[src/rtl/hash_store_sequencer.sv]
// Digest store sequencer: captures a hash vector on start and streams it
// word by word to the output memory under a ready handshake.
module hash_store_sequencer #(
  parameter int DIGEST_WIDTH = 256,
  parameter int WORD_WIDTH   = 32,
  parameter int ADDR_WIDTH   = 8,
  parameter int WORD_ORDER   = 0
) (
  input  logic                    clock,
  input  logic                    reset,
  input  logic                    start,
  input  logic                    abort,
  input  logic [DIGEST_WIDTH-1:0] hash_vector,
  input  logic [ADDR_WIDTH-1:0]   base_address,
  input  logic                    h_write_ready,
  output logic                    h_write,
  output logic [WORD_WIDTH-1:0]   h_data,
  output logic [ADDR_WIDTH-1:0]   h_output_address,
  output logic                    h_vector_complete,
  output logic                    busy
);

  localparam int NUM_WORDS = DIGEST_WIDTH / WORD_WIDTH;
  localparam int IDX_W     = (NUM_WORDS > 1) ? $clog2(NUM_WORDS) : 1;
  localparam logic [IDX_W-1:0] LAST_IDX = IDX_W'(NUM_WORDS - 1);

  typedef enum logic [1:0] {
    IDLE  = 2'd0,
    WRITE = 2'd1,
    DONE  = 2'd2
  } state_t;

  state_t                  state_q, state_d;
  logic [IDX_W-1:0]        idx_q, idx_d;
  logic [DIGEST_WIDTH-1:0] shadow_q, shadow_d;
  logic [ADDR_WIDTH-1:0]   base_q, base_d;
  logic                    write_q, write_d;
  logic [WORD_WIDTH-1:0]   data_q, data_d;
  logic [ADDR_WIDTH-1:0]   addr_q, addr_d;
  logic                    done_q, done_d;
  logic                    busy_q, busy_d;
  logic [IDX_W-1:0]        idx_nx;
  logic                    accept;

  function automatic logic [WORD_WIDTH-1:0] pick(
    input logic [DIGEST_WIDTH-1:0] v,
    input logic [IDX_W-1:0]        k
  );
    int s;
    s = (WORD_ORDER != 0) ? (NUM_WORDS - 1 - int'(k)) : int'(k);
    return v[s*WORD_WIDTH +: WORD_WIDTH];
  endfunction

  assign idx_nx = idx_q + 1'b1;
  assign accept = write_q & h_write_ready;

  // Outputs are computed one edge ahead so every port is a flop.
  always_comb begin
    state_d  = state_q;
    idx_d    = idx_q;
    shadow_d = shadow_q;
    base_d   = base_q;
    write_d  = write_q;
    data_d   = data_q;
    addr_d   = addr_q;
    done_d   = 1'b0;
    busy_d   = busy_q;
    if (abort) begin
      state_d = IDLE;
      write_d = 1'b0;
      busy_d  = 1'b0;
    end else begin
      unique case (state_q)
        IDLE: begin
          if (start) begin
            state_d  = WRITE;
            shadow_d = hash_vector;
            base_d   = base_address;
            idx_d    = '0;
            write_d  = 1'b1;
            busy_d   = 1'b1;
            data_d   = pick(hash_vector, '0);
            addr_d   = base_address;
          end
        end
        WRITE: begin
          if (accept) begin
            if (idx_q == LAST_IDX) begin
              state_d = DONE;
              write_d = 1'b0;
              done_d  = 1'b1;
            end else begin
              idx_d  = idx_nx;
              data_d = pick(shadow_q, idx_nx);
              addr_d = base_q + ADDR_WIDTH'(idx_nx);
            end
          end
        end
        DONE: begin
          state_d = IDLE;
          busy_d  = 1'b0;
        end
        default: begin
          state_d = IDLE;
          write_d = 1'b0;
          busy_d  = 1'b0;
        end
      endcase
    end
  end

  always_ff @(posedge clock or negedge reset) begin
    if (!reset) begin
      state_q  <= IDLE;
      idx_q    <= '0;
      shadow_q <= '0;
      base_q   <= '0;
      write_q  <= 1'b0;
      data_q   <= '0;
      addr_q   <= '0;
      done_q   <= 1'b0;
      busy_q   <= 1'b0;
    end else begin
      state_q  <= state_d;
      idx_q    <= idx_d;
      shadow_q <= shadow_d;
      base_q   <= base_d;
      write_q  <= write_d;
      data_q   <= data_d;
      addr_q   <= addr_d;
      done_q   <= done_d;
      busy_q   <= busy_d;
    end
  end

  assign h_write           = write_q;
  assign h_data            = data_q;
  assign h_output_address  = addr_q;
  assign h_vector_complete = done_q;
  assign busy              = busy_q;

endmodule

[config.mk]
export PLATFORM = sky130hd
export DESIGN_NAME = hash_store_sequencer
export DESIGN_NICKNAME = d
export VERILOG_FILES = /design/src/rtl/hash_store_sequencer.sv
export SDC_FILE = /design/constraint.sdc
export NUM_CORES = 1
export LEC_CHECK = 0
export ABC_AREA = 1
export CAP_MARGIN = 20
export CORE_MARGIN = 2
export CORE_UTILIZATION = 40
export DETAILED_ROUTE_END_ITERATION = 8
export GPL_ROUTABILITY_DRIVEN = 0
export SLEW_MARGIN = 5
export SYNTH_ARGS = -nofsm -noshare
export SYNTH_HDL_FRONTEND = slang
export SYNTH_SLANG_ARGS = --single-unit
[constraint.sdc]
create_clock -name clock -period 4.4 [get_ports clock]
set_input_delay 0.88 -clock clock [delete_from_list [all_inputs] [get_ports clock]]
set_output_delay 0.88 -clock clock [all_outputs]
set_load 0.1 [all_outputs]
* Word-level counts from Yosys, hierarchy flattened *
Index checks and enable logic that the tools add are counted.

storage, ports and cells
  input port bits = 269
  register bits after elaboration = 312

cells by class
  shift-type cells = 1
  mux-type cells = 28
  reduce and logical (&&, ||, !) cells = 7
  $add $sub $neg = 2
  equality and inequality tests = 11
  bitwise operators = 2

operators by type and width
  cell                   count
  $shiftx A256 B9 Y32    1
  $mux W32               3
  $pmux W32 S2           1
  $mux W8                3
  $pmux W8 S2            1
  $ne A2 B2 Y1 const B   5
  $mux W1                9
  $mux W3                3
  $ne A3 B3 Y1 const B   3
  $add A8 B3 Y8          1
  $mux W2                4
  $pmux W3 S2            1
  $reduce_and A3 Y1      2
  $reduce_and A5 Y1      1
  $pmux W2 S2            1
  $reduce_and A4 Y1      1
  $add A3 B1 Y3 const B  1
  $eq A3 B3 Y1 const B   1
  $pmux W1 S3            1
  $eq A2 B1 Y1 const B   1
  $eq A2 B2 Y1 const B   1
  $logic_not A2 Y1       1
  $pmux W1 S2            1
  $reduce_and A2 Y1      1
  3 further kinds        3

* Longest topological paths before layout *
  depth after elaboration = 5
  gate-level depth with buffers = 13
  depth with buffers taken out = 10

* Least setup slack after synthesis *
OpenSTA, ideal clock, no wires.

  kind = register to register
  from = reg idx_q[0]
  to = reg addr_q[4], in the netlist h_output_address[4]
  path slack = 2420 ps
  arrival = 1860 ps
  required time = 4280 ps
  stages on the path, launching flop included = 13
  path buffers = 3
  cell sequence = dfrtp_1 buf_2 inv_1 buf_2 buf_2 ha_1 fa_1 nand2_1 nand2_1 nand3b_1 nand3_1 nand3_1 nand2_1

on the way
  longest elaborated chain between the ends = 5
  elaborated cells on any way between the ends = 8

ends and longest elaborated chain
  element                 line  text
  start, declared         34    logic [IDX_W-1:0] idx_q, idx_d;
  start signal, assigned  125   idx_q <= idx_d;
  $add A3 B1 Y3           54    assign idx_nx = idx_q + 1'b1;
  $add A8 B3 Y8           95    addr_d = base_q + ADDR_WIDTH'(idx_nx);
  $mux W8                 88    if (idx_q == LAST_IDX) begin
  $mux W8                 87    if (accept) begin
  $pmux W8 S2             73    unique case (state_q)
  end signal, assigned    130   addr_q <= addr_d;
  end, declared           39    logic [ADDR_WIDTH-1:0] addr_q, addr_d;

Parallel ways exist; a longest one is shown, timed or not. The select of a mux whose other input is x is not followed.
A chain may end at the register's enable or synchronous reset.

* Final worst setup path *
  from = reg data_q[3], in the netlist h_data[3]
  to = out h_data[3]

RTL lines
  element                 line  text
  start, declared         38    logic [WORD_WIDTH-1:0] data_q, data_d;
  start signal, assigned  129   data_q <= data_d;
  end, declared           17    output logic [WORD_WIDTH-1:0] h_data,

No word-level cell between the ends.

==> flow_summary.json <==
{
  "io_pins": 312,
  "tightest_slew_ns": 1.15,
  "synth_mux_area_frac": 0.0824,
  "clockPowerShare": 0.311,
  "p_total_mw": 10.5,
  "cts_setup_buffers": 0,
  "crit_path_max_incr_delay_ns": 1.22,
  "clkTransAtPathRegs_ns": 0.06,
  "ys_ff_latch": 312,
  "path_class": "register to output pin",
  "fin_hold_ws_ns": 0.459,
  "ys_warn_count": 0,
  "synthesis.nets": 2065,
  "switching_share": 0.366,
  "p_leak_nw": 9.34,
  "hold_buffers": 0,
  "drv_slew": 0,
  "pwr-share-seq": 0.362,
  "internal_power_mw": 6.64,
  "rsz0062_at_grt": "false",
  "syn_inst": 1790,
  "netlist_area_um2": 15000,
  "fillers": 3545,
  "fin_setup_tns_ns": 0,
  "portBuffers": 311,
  "synth_top_family_by_area": "simple AND/OR/NAND/NOR gates",
  "path_max_fanout": 2,
  "fmax_mhz": 328,
  "drv_cap": 0,
  "htree_num_levels": 2,
  "grt.overflow.total": 0,
  "numCtsBuffers": 37,
  "cp-start-kind": "register",
  "synth-compound-area-share": 0.0554,
  "antenna_found_initial": 4,
  "grt_start_max_net_pins": 176,
  "p_switching_mw": 3.84,
  "postRouteWirelength_um": 45300,
  "nNetsFinal": 2323,
  "p_per_area_nw_per_um2": 533,
  "fin_crit_sh": 0.694,
  "worst_clock_skew_ns": 0.0115,
  "syn_area_per_cell_um2": 8.40,
  "setup_violations": 0,
  "grtUsageTotal": 0.235,
  "path_cells": "clkdlybuf4s50_1",
  "postRouteAntennaNets": 0,
  "fin_crit_ns": 3.05,
  "cts.sinks": 312,
  "row_count": 71,
  "seq_area_frac_synth": 0.519,
  "dpl_worst_slack_ns": 1.41,
  "status": "completed",
  "drc": 0,
  "post_cts_resized": 0,
  "crit_buf_inv": 1,
  "vias_per_cell": 4.93,
  "grt_pass1_vias": 12345,
  "finalHoldViolCount": 0,
  "start_util": 0.403,
  "synth_xor_xnor_area_share": 0.000582,
  "synthToLayoutAreaGrowth_pct": 30.8,
  "drtIter0Drc": 744,
  "synth_fa_ha_area_frac": 0.00549,
  "die_w_um": 198,
  "core_um2": 37300,
  "cp.arrival_ns": 2.17,
  "grt_first_pass_wirelength_um": 71100,
  "cts_tree": "done",
  "drive_gt1_frac": 0.0671,
  "path_delay_family": "buffers and inverters",
  "required_ns": 3.52,
  "die_area_um2": 39200,
  "vias": 12568,
  "cts_root_buffer": "clkbuf_16",
  "dp_hpwl_um": 31800,
  "yosysUniqueCellTypes": 32,
  "worstSetupEndpointType": "output pin",
  "maxSlewHeadroom": 0.230,
  "post_drt_wl_per_cell_um": 17.8,
  "yosys.area_share.simple": 0.244,
  "p_comb_frac": 0.327,
  "setup_ws_ns": 1.35,
  "first_pass_iters": 5,
  "vdd_ir_drop_max_mv": 0.243,
  "insertion_delay_ns": 0.53,
  "cp_slowest_cell": "clkdlybuf4s50_1",
  "die_h_um": 198,
  "clockBufferDepth": 3,
  "hp-class": "input port to async pin"
}
## cells by family (layout without fill, tap and decap cells)
logic type / count (synthesis) / count (layout)
buffers and inverters: 319 / 600
XOR/XNOR: 1 / 1
adder cells (fa/ha/maj): 6 / 6
multiplexers: 110 / 110
other: 0 / 2
flip-flops: 312 / 312
AO/OA/AOI/OAI: 165 / 165
AND/OR/NAND/NOR: 877 / 877
## power groups by stage
stage / combinational [mW] / sequential [mW] / clock (mW)
after global routing: 3.76 / 3.87 / 3.45
final: 3.42 / 3.80 / 3.26
after CTS: 3.45 / 3.80 / 3.33
after detailed placement: 3.44 / 3.85 / 0
after floorplan: 1.60 / 4.50 / 0
after global placement: 3.41 / 3.83 / 0
## layout make-up
class / instances / area, µm² / area share
inverters: 211 / 797 / 0.0405
flip-flops and latches: 312 / 7810 / 0.397
clock buffers: 50 / 1100 / 0.0558
clock inverters: 12 / 195 / 0.00992
repair buffers: 327 / 3310 / 0.168
diodes: 2 / 5.00 / 0.000254
multi-input cells: 1159 / 5860 / 0.298
well taps: 474 / 593 / 0.0301
## cells in the final DEF (no fill, tap or decap), drive strengths merged
cell type,instances
clkinvlp,1
clkdlybuf4s50,310
buf,17
nand3,211
fa,1
bufinv,5
clkinv,5
nand2,434
or2,33
a21oi,121
nor2,193
mux2,110
nor3,3
inv,212
o31ai,2
clkbuf,50
o211ai,1
ha,5
xnor2,1
dfrtp,312
diode,2
nand3b,1
o21ai,41
nand4,2
## per-stage QoR
stage	area [µm²]	std cells	util
after floorplan	15000	1790	-
after global placement	18400	2483	0.493
after detailed placement	18400	2483	0.493
after CTS	19700	2545	0.527
after global routing	19700	2546	0.527
final	19700	2547	0.527
## synth_stat cells, drive strengths merged
| library cell | instances | area share |
|---|---|---|
| a21oi | 121 | 0.040 |
| buf | 90 | 0.035 |
| clkbuf | 18 | 0.0047 |
| dfrtp | 312 | 0.52 |
| fa | 1 | 0.0013 |
| ha | 5 | 0.0042 |
| inv | 211 | 0.053 |
| mux2 | 110 | 0.082 |
| nand2 | 434 | 0.11 |
| nand3 | 211 | 0.071 |
| nand3b | 1 | 0.00050 |
| nand4 | 2 | 0.00083 |
| nor2 | 193 | 0.049 |
| nor3 | 3 | 0.0010 |
| o211ai | 1 | 0.00050 |
| o21ai | 41 | 0.014 |
| o31ai | 2 | 0.0010 |
| or2 | 33 | 0.014 |
| xnor2 | 1 | 0.00058 |
## flip-flops by register name, indices dropped and copies added (netlist names)
register / flops
shadow_q: 256
h_data: 32
base_q: 8
h_output_address: 8
idx_q: 3
state_q: 2
busy: 1
h_vector_complete: 1
h_write: 1
## layer usage
layer | part of all wire | GRT usage
met2 | 0.41 | 0.326
met5 | 0.00029 | 0
met3 | 0.081 | 0.0649
met4 | 0.031 | 0.0760
met1 | 0.48 | 0.351
## final timing paths
kind	start	end	slack, ns	cells after the start
max reg2reg	idx_q[0]$_DFFE_PN0P_	h_output_address[7]$_DFFE_PN0P_	1.48	9
max	h_data[3]$_DFFE_PN0P_	h_data[3]	1.35	1
min reg2reg	shadow_q[3]$_DFFE_PN0P_	shadow_q[3]$_DFFE_PN0P_	0.48	2
min in group clock	shadow_q[3]$_DFFE_PN0P_	shadow_q[3]$_DFFE_PN0P_	0.48	2
max in group asynchronous	reset	shadow_q[77]$_DFFE_PN0P_	2.98	2
min	reset	shadow_q[192]$_DFFE_PN0P_	0.46	1
Note: power is estimated with default switching activity, not from simulation.
